File: src/rtl/load_addr_queue.sv
// load_addr_queue
//   In-order load address-generation queue sitting between execute and the
//   load-data / load-buffer path. Each accepted issue packet has its
//   effective address, shifted byte mask and misalignment flag computed at
//   enqueue; up to DEPTH generated loads are held in a circular buffer and
//   presented one per cycle. Branch resolution squashes matching entries
//   (leaving holes that drain from the head) or clears their branch-mask bit.
//
// Ports
//   clock, reset            rising-edge clock, asynchronous active-high reset
//   in_valid / in_ready     issue handshake (in_ready may depend on out_ready)
//   in_base, in_offset      address operands, summed mod 2^ADDR_W
//   in_func                 [1:0] log2 access size, [2] unsigned load
//   in_dest, in_bm,
//   in_sq_tail              tag, branch mask and store-queue tail of the load
//   out_valid / out_ready   downstream handshake for the head entry
//   out_addr, out_byte_mask,
//   out_misaligned          generated address information
//   out_func, out_dest,
//   out_bm, out_sq_tail     passthrough fields (out_bm reflects a same-cycle
//                           correct resolution)
//   br_valid, br_mask,
//   br_mispredict           branch resolution, br_mask one-hot
//   count                   occupied slots, squashed holes included
module load_addr_queue #(
   parameter int DEPTH      = 4,
   parameter int ADDR_W     = 32,
   parameter int DATA_BYTES = 4,
   parameter int PREG_W     = 6,
   parameter int BM_W       = 4,
   parameter int SQ_W       = 3
) (
   input  logic                         clock,
   input  logic                         reset,
   input  logic                         in_valid,
   output logic                         in_ready,
   input  logic [ADDR_W-1:0]            in_base,
   input  logic [ADDR_W-1:0]            in_offset,
   input  logic [2:0]                   in_func,
   input  logic [PREG_W-1:0]            in_dest,
   input  logic [BM_W-1:0]              in_bm,
   input  logic [SQ_W-1:0]              in_sq_tail,
   output logic                         out_valid,
   input  logic                         out_ready,
   output logic [ADDR_W-1:0]            out_addr,
   output logic [DATA_BYTES-1:0]        out_byte_mask,
   output logic                         out_misaligned,
   output logic [2:0]                   out_func,
   output logic [PREG_W-1:0]            out_dest,
   output logic [BM_W-1:0]              out_bm,
   output logic [SQ_W-1:0]              out_sq_tail,
   input  logic                         br_valid,
   input  logic [BM_W-1:0]              br_mask,
   input  logic                         br_mispredict,
   output logic [$clog2(DEPTH+1)-1:0]   count
);

   localparam int PTR_W = $clog2(DEPTH);
   localparam int OFF_W = $clog2(DATA_BYTES);
   localparam int CNT_W = $clog2(DEPTH+1);

   // Byte lanes touched by an access of 2^size bytes starting at lane off.
   // Accesses wider than the memory word produce an empty mask.
   function automatic logic [DATA_BYTES-1:0] calc_mask(input logic [1:0] size,
                                                       input logic [OFF_W-1:0] off);
      logic [2*DATA_BYTES-1:0] span;
      int n;
      n    = 1 << size;
      span = '0;
      if (n <= DATA_BYTES) begin
         for (int i = 0; i < DATA_BYTES; i++) begin
            if (i < n) span[i] = 1'b1;
         end
         span = span << off;
      end
      return span[DATA_BYTES-1:0];
   endfunction

   function automatic logic calc_misaligned(input logic [1:0] size,
                                            input logic [OFF_W-1:0] off);
      int n;
      int offi;
      n    = 1 << size;
      offi = 32'(off);
      if (n > DATA_BYTES) return 1'b1;
      return (offi & (n - 1)) != 0;
   endfunction

   // ---- stage p0: address generation on the incoming packet ----
   logic [ADDR_W-1:0]     addr_p0;
   logic [DATA_BYTES-1:0] mask_p0;
   logic                  mis_p0;
   logic [BM_W-1:0]       bm_p0;

   // ---- stage p1: queue storage ----
   logic [DEPTH-1:0]      vld_p1;
   logic [ADDR_W-1:0]     addr_p1  [DEPTH];
   logic [DATA_BYTES-1:0] mask_p1  [DEPTH];
   logic                  mis_p1   [DEPTH];
   logic [2:0]            func_p1  [DEPTH];
   logic [PREG_W-1:0]     dest_p1  [DEPTH];
   logic [BM_W-1:0]       bm_p1    [DEPTH];
   logic [SQ_W-1:0]       sq_p1    [DEPTH];

   logic [PTR_W-1:0]      head_p1;
   logic [PTR_W-1:0]      tail_p1;

   logic                  br_squash;
   logic                  br_clear;
   logic                  head_kill;
   logic                  in_kill;
   logic                  pop;
   logic                  enq;
   logic [DEPTH-1:0]      squash_vec;
   logic [DEPTH-1:0]      vld_nxt;

   always_comb begin
      addr_p0 = in_base + in_offset;
      mask_p0 = calc_mask(in_func[1:0], addr_p0[OFF_W-1:0]);
      mis_p0  = calc_misaligned(in_func[1:0], addr_p0[OFF_W-1:0]);
      bm_p0   = br_clear ? (in_bm & ~br_mask) : in_bm;
   end

   always_comb begin
      br_squash = br_valid & br_mispredict;
      br_clear  = br_valid & ~br_mispredict;

      // A head being squashed this cycle is already treated as a hole, so it
      // is never offered downstream and pops at this edge.
      head_kill = br_squash & (|(bm_p1[head_p1] & br_mask));
      out_valid = vld_p1[head_p1] & ~head_kill;

      pop      = (count != '0) & (~out_valid | out_ready);
      in_ready = (count < CNT_W'(DEPTH)) | pop;

      // A packet tagged with the mispredicted branch is accepted but dropped.
      in_kill = br_squash & (|(in_bm & br_mask));
      enq     = in_valid & in_ready & ~in_kill;

      for (int i = 0; i < DEPTH; i++) begin
         squash_vec[i] = br_squash & (|(bm_p1[i] & br_mask));
      end

      // Enqueue is applied last: on a full queue with a pop, tail == head and
      // the new entry must own the slot.
      vld_nxt = vld_p1 & ~squash_vec;
      if (pop) vld_nxt[head_p1] = 1'b0;
      if (enq) vld_nxt[tail_p1] = 1'b1;
   end

   always_ff @(posedge clock or posedge reset) begin
      if (reset) begin
         head_p1 <= '0;
         tail_p1 <= '0;
         count   <= '0;
         vld_p1  <= '0;
      end else begin
         vld_p1 <= vld_nxt;
         if (pop) head_p1 <= head_p1 + PTR_W'(1);
         if (enq) tail_p1 <= tail_p1 + PTR_W'(1);
         count <= count + CNT_W'(enq) - CNT_W'(pop);
      end
   end

   always_ff @(posedge clock) begin
      if (br_clear) begin
         for (int i = 0; i < DEPTH; i++) begin
            bm_p1[i] <= bm_p1[i] & ~br_mask;
         end
      end
      if (enq) begin
         addr_p1[tail_p1] <= addr_p0;
         mask_p1[tail_p1] <= mask_p0;
         mis_p1[tail_p1]  <= mis_p0;
         func_p1[tail_p1] <= in_func;
         dest_p1[tail_p1] <= in_dest;
         bm_p1[tail_p1]   <= bm_p0;
         sq_p1[tail_p1]   <= in_sq_tail;
      end
   end

   // ---- output: head entry, zeroed whenever it is not offered ----
   always_comb begin
      out_addr       = '0;
      out_byte_mask  = '0;
      out_misaligned = 1'b0;
      out_func       = '0;
      out_dest       = '0;
      out_bm         = '0;
      out_sq_tail    = '0;
      if (out_valid) begin
         out_addr       = addr_p1[head_p1];
         out_byte_mask  = mask_p1[head_p1];
         out_misaligned = mis_p1[head_p1];
         out_func       = func_p1[head_p1];
         out_dest       = dest_p1[head_p1];
         out_bm         = br_clear ? (bm_p1[head_p1] & ~br_mask) : bm_p1[head_p1];
         out_sq_tail    = sq_p1[head_p1];
      end
   end

endmodule

File: config.mk
export PLATFORM = sky130hd
export DESIGN_NAME = load_addr_queue
export DESIGN_NICKNAME = d
export VERILOG_FILES = /design/src/rtl/load_addr_queue.sv
export SDC_FILE = /design/constraint.sdc
export NUM_CORES = 1
export LEC_CHECK = 0
export ABC_AREA = 1
export BUFFER_PORTS_ARGS = -buffer_cell sky130_fd_sc_hd__buf_2
export CAP_MARGIN = 10
export CORE_UTILIZATION = 45
export DETAILED_ROUTE_END_ITERATION = 8
export SYNTH_ARGS = -nofsm -noshare
export SYNTH_HDL_FRONTEND = slang
export SYNTH_SLANG_ARGS = --single-unit
File: constraint.sdc
create_clock -name clock -period 8.05 [get_ports clock]
set_input_delay 1.2075 -clock clock [delete_from_list [all_inputs] [get_ports clock]]
set_output_delay 1.2075 -clock clock [all_outputs]
set_load 0.05 [all_outputs]
==> run summary, run 1 <==
Mapped Cells: 1207
Share of the clock period used by the worst path after layout: 0.631
Leading cell type in the layout, fill and taps excluded: sky130_fd_sc_hd__nor2_1
Simple-gate share of the synthesized area: 0.182
Fraction of synthesized cell area in xor and xnor cells: 0.0183
Total count of hold-check failures in the final report: 0
Residual DRC count: 0
Synthesized netlist net count: 1342
Post-Synthesis Mean Instance Area: 9.52 sq um
Min Clock Period, post-route: 5.08 ns
Detailed-route wire length per cell: 16.4 um
Unrepaired setup endpoints after global routing: false
Share of the synthesized area in compound gates (AO/OA/AOI/OAI): 0.119
Clock transition time at the flip-flop clock pins of the worst setup and hold paths: 0.06 ns
Arrival time worst endpoint: 3.87 ns
Number of vias per cell after detailed routing: 5.20
Final instance area: 13200 sq um
Floorplan die area: 26200 sq um
Share of power burned in registers: 0.345
Run status: completed
Library cells used by synthesis: 36
Post-synthesis sequential element count: 223
Leak pwr: 5.50 nW
Worst IR Drop VDD: 226 uV
Total number of vias: 8765
Main combinational cell family by area after synthesis: simple AND/OR/NAND/NOR gates
Number of max-cap violations: 0
Root buf cell: sky130_fd_sc_hd__clkbuf_16
Overall track demand over capacity in global routing: 0.213
Leading register cell type out of synthesis: sky130_fd_sc_hd__edfxtp_1
Combinational fraction of design power: 0.450
Most used cells in the layout excluding fill and tap cells: sky130_fd_sc_hd__nor2_1 (269), sky130_fd_sc_hd__edfxtp_1 (212), sky130_fd_sc_hd__nand2_1 (168), sky130_fd_sc_hd__buf_2 (147), sky130_fd_sc_hd__o21ai_0 (126)
Sum of negative setup slack: 0 ns
H-tree levels: 1
Total Routed Length: 27600 um
Final layout net count: 1474
Setup crit end kind: primary output
Share of power burned in the clock network: 0.205
Fmax: 197 MHz
Maximum buffer depth of the clock tree: 3
Boundary Pins: 148
Areal power density over the cells: 371 nW/um^2
Cts bufs inserted: 23
Half-perimeter wire length after detailed placement: 18600 um
Number of buffer cells added on primary ports: 147
Total global routing overflow: 0
Slew Viols, Final: 0
Number of enable flip-flop cells after synthesis: 212
Number of placement rows: 58
Largest net degree at the start of global routing: 69
Area after DPL: 12500 sq um
Via count of the first global-routing pass: 8354
Antenna cells: 0
Worst skew pair latency: 0.50 ns
P&R area growth vs syn: 14.8%
Synth Cell Area: 11500 sq um
Number of antenna violations at the first check in global routing: 0
Effective utilization at floorplan: 0.458
Critical Path Fanout Max: 58
Post-cts sizing count: 0
Synth Area in Adders: 0.0503
Relative slew slack: 0.249
Global-route wire length before repair: 43700 um
Post-synthesis mux area share: 0
Hold-fix buffers, CTS: 0
Clock tree from TritonCTS: done
Count of synthesis-stage warnings from yosys: 0
Remaining antenna violation count after routing: 0
RePlAce Congestion: 0.909
Slew at the pin with the worst max-slew slack: 1.12 ns
Pre-Repair DR Iteration Count: 5
Clock Skews: 0.00974 ns
Drt first-iter violations: 545
Worst min-delay path category: reg -> reg
Worst-case register-to-register setup slack: 4.29 ns
Type of the setup path with the least slack: reg -> out
Sequential cell area fraction in the yosys report: 0.578
Startpoint kind of the worst setup timing path: flip-flop
Worst path required time: 6.84 ns
Floorplan core area: 25100 sq um
Chip height: 162 um
Finished Layout Cells: 1685
Dpl cells: 1644
Fraction of final layout cells sized beyond drive strength 1: 0.152
Internal portion of total power: 2.67 mW
Setup-violating endpoint count in the final report: 0
Post-CTS Setup Repair Bufs: 0
Switching Power: 2.22 mW
Switching Share: 0.454
Fraction of registers with async set or reset after synthesis: 0.0493
Number of clock sinks: 223
DIE WIDTH: 162 um
registers in the layout, indices dropped and copies added, names as in the netlist:
name,flops
tail_p1,2
dest_p1,24
bm_p1,16
head_p1,2
count,3
func_p1,12
mis_p1,4
addr_p1,128
sq_p1,12
vld_p1,4
mask_p1,16
path summary, 6_finish.rpt:
check,from,to,depth (start not counted)
setup / recovery,head_p1[0],out_misaligned,6
hold / removal,tail_p1[1],tail_p1[1],2
setup reg to reg,head_p1[0],addr_p1[0][30],10
hold reg to reg,tail_p1[1],tail_p1[1],2
max in group asynchronous,reset,head_p1[0],2
min in group asynchronous,reset,count[0],2
synthesized netlist by cell type (2+ instances only):
master,instances,area share
sky130_fd_sc_hd__nor2_1,269,0.088
sky130_fd_sc_hd__edfxtp_1,212,0.55
sky130_fd_sc_hd__nand2_1,168,0.055
sky130_fd_sc_hd__o21ai_0,126,0.055
sky130_fd_sc_hd__inv_1,101,0.033
sky130_fd_sc_hd__a21oi_1,84,0.037
sky130_fd_sc_hd__ha_1,43,0.047
sky130_fd_sc_hd__nand3_1,37,0.016
sky130_fd_sc_hd__clkbuf_1,29,0.0095
sky130_fd_sc_hd__nand4_1,23,0.013
sky130_fd_sc_hd__xor2_1,18,0.014
sky130_fd_sc_hd__buf_2,11,0.0048
sky130_fd_sc_hd__dfrtp_1,11,0.024
sky130_fd_sc_hd__o21bai_1,10,0.0065
sky130_fd_sc_hd__o22ai_1,8,0.0044
sky130_fd_sc_hd__a31oi_1,7,0.0038
sky130_fd_sc_hd__a21o_1,6,0.0039
sky130_fd_sc_hd__xnor2_1,6,0.0046
sky130_fd_sc_hd__nand3_2,5,0.0044
sky130_fd_sc_hd__buf_1,4,0.0013
sky130_fd_sc_hd__o211ai_1,4,0.0026
sky130_fd_sc_hd__buf_4,3,0.0020
sky130_fd_sc_hd__nand2_2,3,0.0016
sky130_fd_sc_hd__a21boi_0,2,0.0013
sky130_fd_sc_hd__buf_6,2,0.0020
sky130_fd_sc_hd__fa_1,2,0.0035
sky130_fd_sc_hd__inv_2,2,0.00065
sky130_fd_sc_hd__nor3_1,2,0.00087
sky130_fd_sc_hd__o21a_1,2,0.0013
metrics by stage:
step / util / hold slack, ns / total power [mW] / setup WS, ns
floorplan: - / 0.489 / 3.36 / 4.05
global placement: 0.498 / 0.519 / 3.92 / 3.62
detailed placement: 0.498 / 0.521 / 3.93 / 3.45
CTS: 0.526 / 0.534 / 4.94 / 2.92
global route: 0.526 / 0.571 / 5.18 / 2.60
finish: 0.526 / 0.537 / 4.89 / 2.97
final cells by class:
type / instances / area (sq um)
clock buffer: 28 / 594
tap: 330 / 413
multi-input combinational: 832 / 4240
inverter: 103 / 387
clock inverter: 13 / 111
sequential: 223 / 6650
fill: 2347 / 11900
timing repair buffer: 156 / 803
logic make-up (layout without fill, tap and decap cells):
group / after synthesis / in the layout
fa+ha+maj: 45 / 45
xor+xnor: 24 / 24
buf+inv: 152 / 300
simple gates: 510 / 510
flops: 223 / 223
compound gates: 253 / 253
worst max-delay path, stage by stage (launching register included):
cell                      delay, ns
sky130_fd_sc_hd__dfrtp_4       0.81
sky130_fd_sc_hd__buf_4         0.59
sky130_fd_sc_hd__o21ai_0       0.22
sky130_fd_sc_hd__o22ai_2       0.29
sky130_fd_sc_hd__nand2_2       0.67
sky130_fd_sc_hd__a21oi_1       0.39
sky130_fd_sc_hd__buf_2         0.31
metal layers:
metal  GRT usage  wire length (um)
met1       0.283             12100
met3      0.0222              1360
met5           0                 0
met2       0.362             13300
met4      0.0768               802
power groups by stage:
stage                     Clock (mW)  Combinational (mW)  Sequential (mW)
after detailed placement           0                2.22             1.71
after global routing            1.06                2.41             1.71
final                           1.00                2.20             1.69
after CTS                       1.02                2.23             1.69
after global placement             0                2.21             1.71
after floorplan                    0                1.70             1.66
Power figures use the tool's default switching activity.
==> run 2, diff against run 1 <==
Settings changed: ABC_AREA 1 to 0, PLACE_DENSITY set to 0.67.
Clock period 8.05 ns to 4.39 ns, I/O delays scaled along.
==> run summary, run 2 <==
Floorplan core area: 24300 sq um (was 25100 sq um)
Post-synth top cells: sky130_fd_sc_hd__edfxtp_1 (212), sky130_fd_sc_hd__and3_1 (56), sky130_fd_sc_hd__mux4_2 (54), sky130_fd_sc_hd__ha_1 (43) (was sky130_fd_sc_hd__nor2_1 (269), sky130_fd_sc_hd__edfxtp_1 (212), sky130_fd_sc_hd__nand2_1 (168), sky130_fd_sc_hd__o21ai_0 (126), sky130_fd_sc_hd__inv_1 (101))
Type of the setup path with the least slack: reg -> out (unchanged)
Residual DRC count: 0 (unchanged)
Worst flop-to-flop path startpoint: head_p1[1] (was head_p1[0])
Internal portion of total power: 5.06 mW (was 2.67 mW)
Min Clock Period, post-route: 3.76 ns
Via count of the first global-routing pass: 6871 (was 8354)
Hold-fix buffers, CTS: 0 (unchanged)
Worst path required time: 3.73 ns (was 6.84 ns)
Worst skew pair latency: 0.50 ns (about the same)
Number of placement rows: 57 (was 58)
Cts bufs inserted: 23 (unchanged)
Floorplan die area: 25400 sq um (was 26200 sq um)
Critical Path Fanout Max: 49 (was 58)
Share of power burned in registers: 0.373 (was 0.345)
Pre-Repair DR Iteration Count: 6 (was 5)
Antenna cells: 0 (unchanged)
Worst setup path end: out_addr[18] (was out_misaligned)
Number of enable flip-flop cells after synthesis: 212 (unchanged)
Number of cells traversed by the worst register-to-register path: 10 (unchanged)
Multi-input combinational cell area: 4200 sq um (was 4240 sq um)
Effective utilization at floorplan: 0.459 (was 0.458)
Number of clock sinks: 223 (unchanged)
Number of buffer cells added on primary ports: 147 (unchanged)
Top area cells in the synthesized netlist: sky130_fd_sc_hd__edfxtp_1 (57%), sky130_fd_sc_hd__mux4_2 (11%), sky130_fd_sc_hd__ha_1 (4.8%) (was sky130_fd_sc_hd__edfxtp_1 (55%), sky130_fd_sc_hd__nor2_1 (8.8%), sky130_fd_sc_hd__o21ai_0 (5.5%))
Combinational fraction of design power: 0.411 (was 0.450)
Setup crit end kind: primary output (unchanged)
Leading cell type in the layout, fill and taps excluded: sky130_fd_sc_hd__edfxtp_1 (was sky130_fd_sc_hd__nor2_1)
Final layout net count: 1031 (was 1474)
Remaining antenna violation count after routing: 0 (unchanged)
Clock transition time at the flip-flop clock pins of the worst setup and hold paths: 0.06 ns (about the same)
Overall track demand over capacity in global routing: 0.187 (was 0.213)
Number of flip-flops under the largest register name: 128 (unchanged)
Most frequent cell on the critical path: sky130_fd_sc_hd__buf_4
H-tree levels: 1 (unchanged)
Half-perimeter wire length after detailed placement: 15600 um (was 18600 um)
Worst Hold Slack: 0.150 ns (was 0.537 ns)
Drt first-iter violations: 380 (was 545)
Most common cell in the netlist: sky130_fd_sc_hd__edfxtp_1 (was sky130_fd_sc_hd__nor2_1)
Number of vias per cell after detailed routing: 5.65 (was 5.20)
CP cell instances: buf_4 -> mux4_2 -> buf_4 -> and3_1 -> buf_2 (was buf_4 -> o21ai_0 -> o22ai_2 -> nand2_2 -> a21oi_1 -> buf_2)
Clock Skews: 0.0117 ns (was 0.00974 ns)
Fraction of registers with async set or reset after synthesis: 0.0493 (unchanged)
Sum of negative setup slack: 0 ns (unchanged)
Finished Layout Cells: 1232 (was 1685)
Largest registers ranked by flip-flop count: addr_p1 x128, dest_p1 x24 (unchanged)
Post-layout utilization of the core: 0.529 (was 0.526)
Number of max-cap violations: 0 (unchanged)
Slew Viols, Final: 0 (unchanged)
Post-CTS Setup Repair Bufs: 0 (unchanged)
Slowest stage delay, CP: 0.65 ns (was 0.81 ns)
Most area-hungry cell type in the Yosys netlist: sky130_fd_sc_hd__edfxtp_1 (unchanged)
Count of synthesis-stage warnings from yosys: 0 (unchanged)
Post-cts sizing count: 0 (unchanged)
Synthesized netlist net count: 895 (was 1342)
Unrepaired setup endpoints after global routing: false (unchanged)
Sequential cell area fraction in the yosys report: 0.595 (was 0.578)
Slew at the pin with the worst max-slew slack: 1.01 ns (was 1.12 ns)
Run status: completed (unchanged)
Switching Power: 3.08 mW (was 2.22 mW)
Startpoint kind of the worst setup timing path: flip-flop (unchanged)
Detailed-route wire length per cell: 19.1 um (was 16.4 um)
Library cells used by synthesis: 59 (was 36)
Switching Share: 0.378 (was 0.454)
Fmax: 266 MHz
Post-synthesis sequential element count: 223 (unchanged)
Synth Cell Area: 11200 sq um (was 11500 sq um)
Post-Synthesis Mean Instance Area: 14.7 sq um (was 9.52 sq um)
Boundary Pins: 148 (unchanged)
Areal power density over the cells: 632 nW/um^2 (was 371 nW/um^2)
Launching instance or port of the critical path: head_p1[1] (was head_p1[0])
Share of the clock period used by the worst path after layout: 0.856
CP max-delay cell: sky130_fd_sc_hd__buf_4 (was sky130_fd_sc_hd__dfrtp_4)
Relative slew slack: 0.326 (was 0.249)
Setup-violating endpoint count in the final report: 0 (unchanged)
Mapped Cells: 760 (was 1207)
Leak pwr: 5.14 nW (was 5.50 nW)
Total power of the final layout: 8.13 mW (was 4.89 mW)
P&R area growth vs syn: 15.4% (was 14.8%)
Arrival time worst endpoint: 3.10 ns (was 3.87 ns)
Most used cells in the layout excluding fill and tap cells: sky130_fd_sc_hd__edfxtp_1 (212), sky130_fd_sc_hd__buf_2 (147), sky130_fd_sc_hd__and3_1 (56), sky130_fd_sc_hd__mux4_2 (54), sky130_fd_sc_hd__ha_1 (43) (was sky130_fd_sc_hd__nor2_1 (269), sky130_fd_sc_hd__edfxtp_1 (212), sky130_fd_sc_hd__nand2_1 (168), sky130_fd_sc_hd__buf_2 (147), sky130_fd_sc_hd__o21ai_0 (126))
Maximum buffer depth of the clock tree: 3 (unchanged)
Share of power burned in the clock network: 0.216 (was 0.205)
Total number of vias: 6957 (was 8765)
Fraction of final layout cells sized beyond drive strength 1: 0.285 (was 0.152)
Register with the highest flop count: addr_p1 (unchanged)
Total count of hold-check failures in the final report: 0 (unchanged)
Number of filler cells placed in the layout: 2060 (was 2347)
Critical register-to-register path endpoint: count[2] (was addr_p1[0][30])
Number of antenna violations at the first check in global routing: 0 (unchanged)
Root buf cell: sky130_fd_sc_hd__clkbuf_16 (unchanged)
DIE WIDTH: 159 um (was 162 um)
Global-route wire length before repair: 37500 um (was 43700 um)
Worst min-delay path category: in -> async (was reg -> reg)
Leading register cell type out of synthesis: sky130_fd_sc_hd__edfxtp_1 (unchanged)
Dpl cells: 1195 (was 1644)
Worst IR Drop VDD: 364 uV (was 226 uV)
Total Routed Length: 23500 um (was 27600 um)
Clock tree from TritonCTS: done (unchanged)
Worst-case register-to-register setup slack: 1.02 ns (was 4.29 ns)
Sequential cell area in the final layout: 6650 sq um (unchanged)
Total global routing overflow: 0 (unchanged)
Top cell type's share of synthesized area: 0.571 (was 0.554)
Chip height: 159 um (was 162 um)
Largest net degree at the start of global routing: 51 (was 69)
RePlAce Congestion: 0.862 (was 0.909)
-- run 2: how the worst min path moves through the flow --
stage | startpoint | end | slack, ns | depth (start not counted)
2_1_floorplan | tail_p1[0] | tail_p1[0] | 0.50 | 1
3_3_place_gp | tail_p1[0] | tail_p1[0] | 0.52 | 1
3_5_place_dp | count[0] | count[0] | 0.54 | 1
4_1_cts | reset | tail_p1[0] | 0.15 | 2
5_1_grt | reset | tail_p1[0] | 0.17 | 2
6_report | reset | tail_p1[0] | 0.15 | 2
-- run 2: cells by family after synthesis --
logic type	after synthesis	synth area share
fa+ha+maj	45	0.0518
buf+inv	75	0.0284
flops	223	0.595
simple gates	159	0.0761
xor+xnor	32	0.0251
mux	73	0.126
compound gates	153	0.0969
-- run 2: worst max-delay path, delay by kind of cell (launching register included) --
kind / cells / cell delay (ns)
buffers and inverters: 3 / 1.36
DFF: 1 / 0.52
muxes: 1 / 0.39
and+or+nand+nor: 1 / 0.29
-- run 2: layer usage --
layer | GRT usage | wire length (um) | vias up
met3 | 0.0193 | 1180 | 34
met2 | 0.313 | 11200 | 211
li1 | - | - | 3283
met1 | 0.261 | 10700 | 3429
met4 | 0.0463 | 394 | 0
met5 | 0 | 0 | -
-- run 2: metrics by stage --
step | cell area [sq um] | worst slack [ns]
6_report | 12900 | 0.632
3_3_place_gp | 12200 | 0.913
5_1_grt | 12900 | 0.423
4_1_cts | 12900 | 0.587
3_5_place_dp | 12200 | 0.867
2_1_floorplan | 11200 | 1.28
-- run 2: final cells by class --
cell class | count | share of cell area
Sequential cell | 223 | 0.516
Clock inverter | 10 | 0.00603
Timing Repair Buffer | 157 | 0.0659
Clock buffer | 27 | 0.0459
Inverter | 29 | 0.00846
Multi-Input combinational cell | 462 | 0.326
Tap cell | 324 | 0.0315
-- run 2: power groups by stage --
stage,registers [mW],logic (mW),clock network [mW]
after floorplan,3.06,2.55,0
after global placement,3.06,3.37,0
after detailed placement,3.08,3.39,0
after CTS,3.04,3.40,1.79
after global routing,3.08,3.61,1.87
final,3.04,3.34,1.75
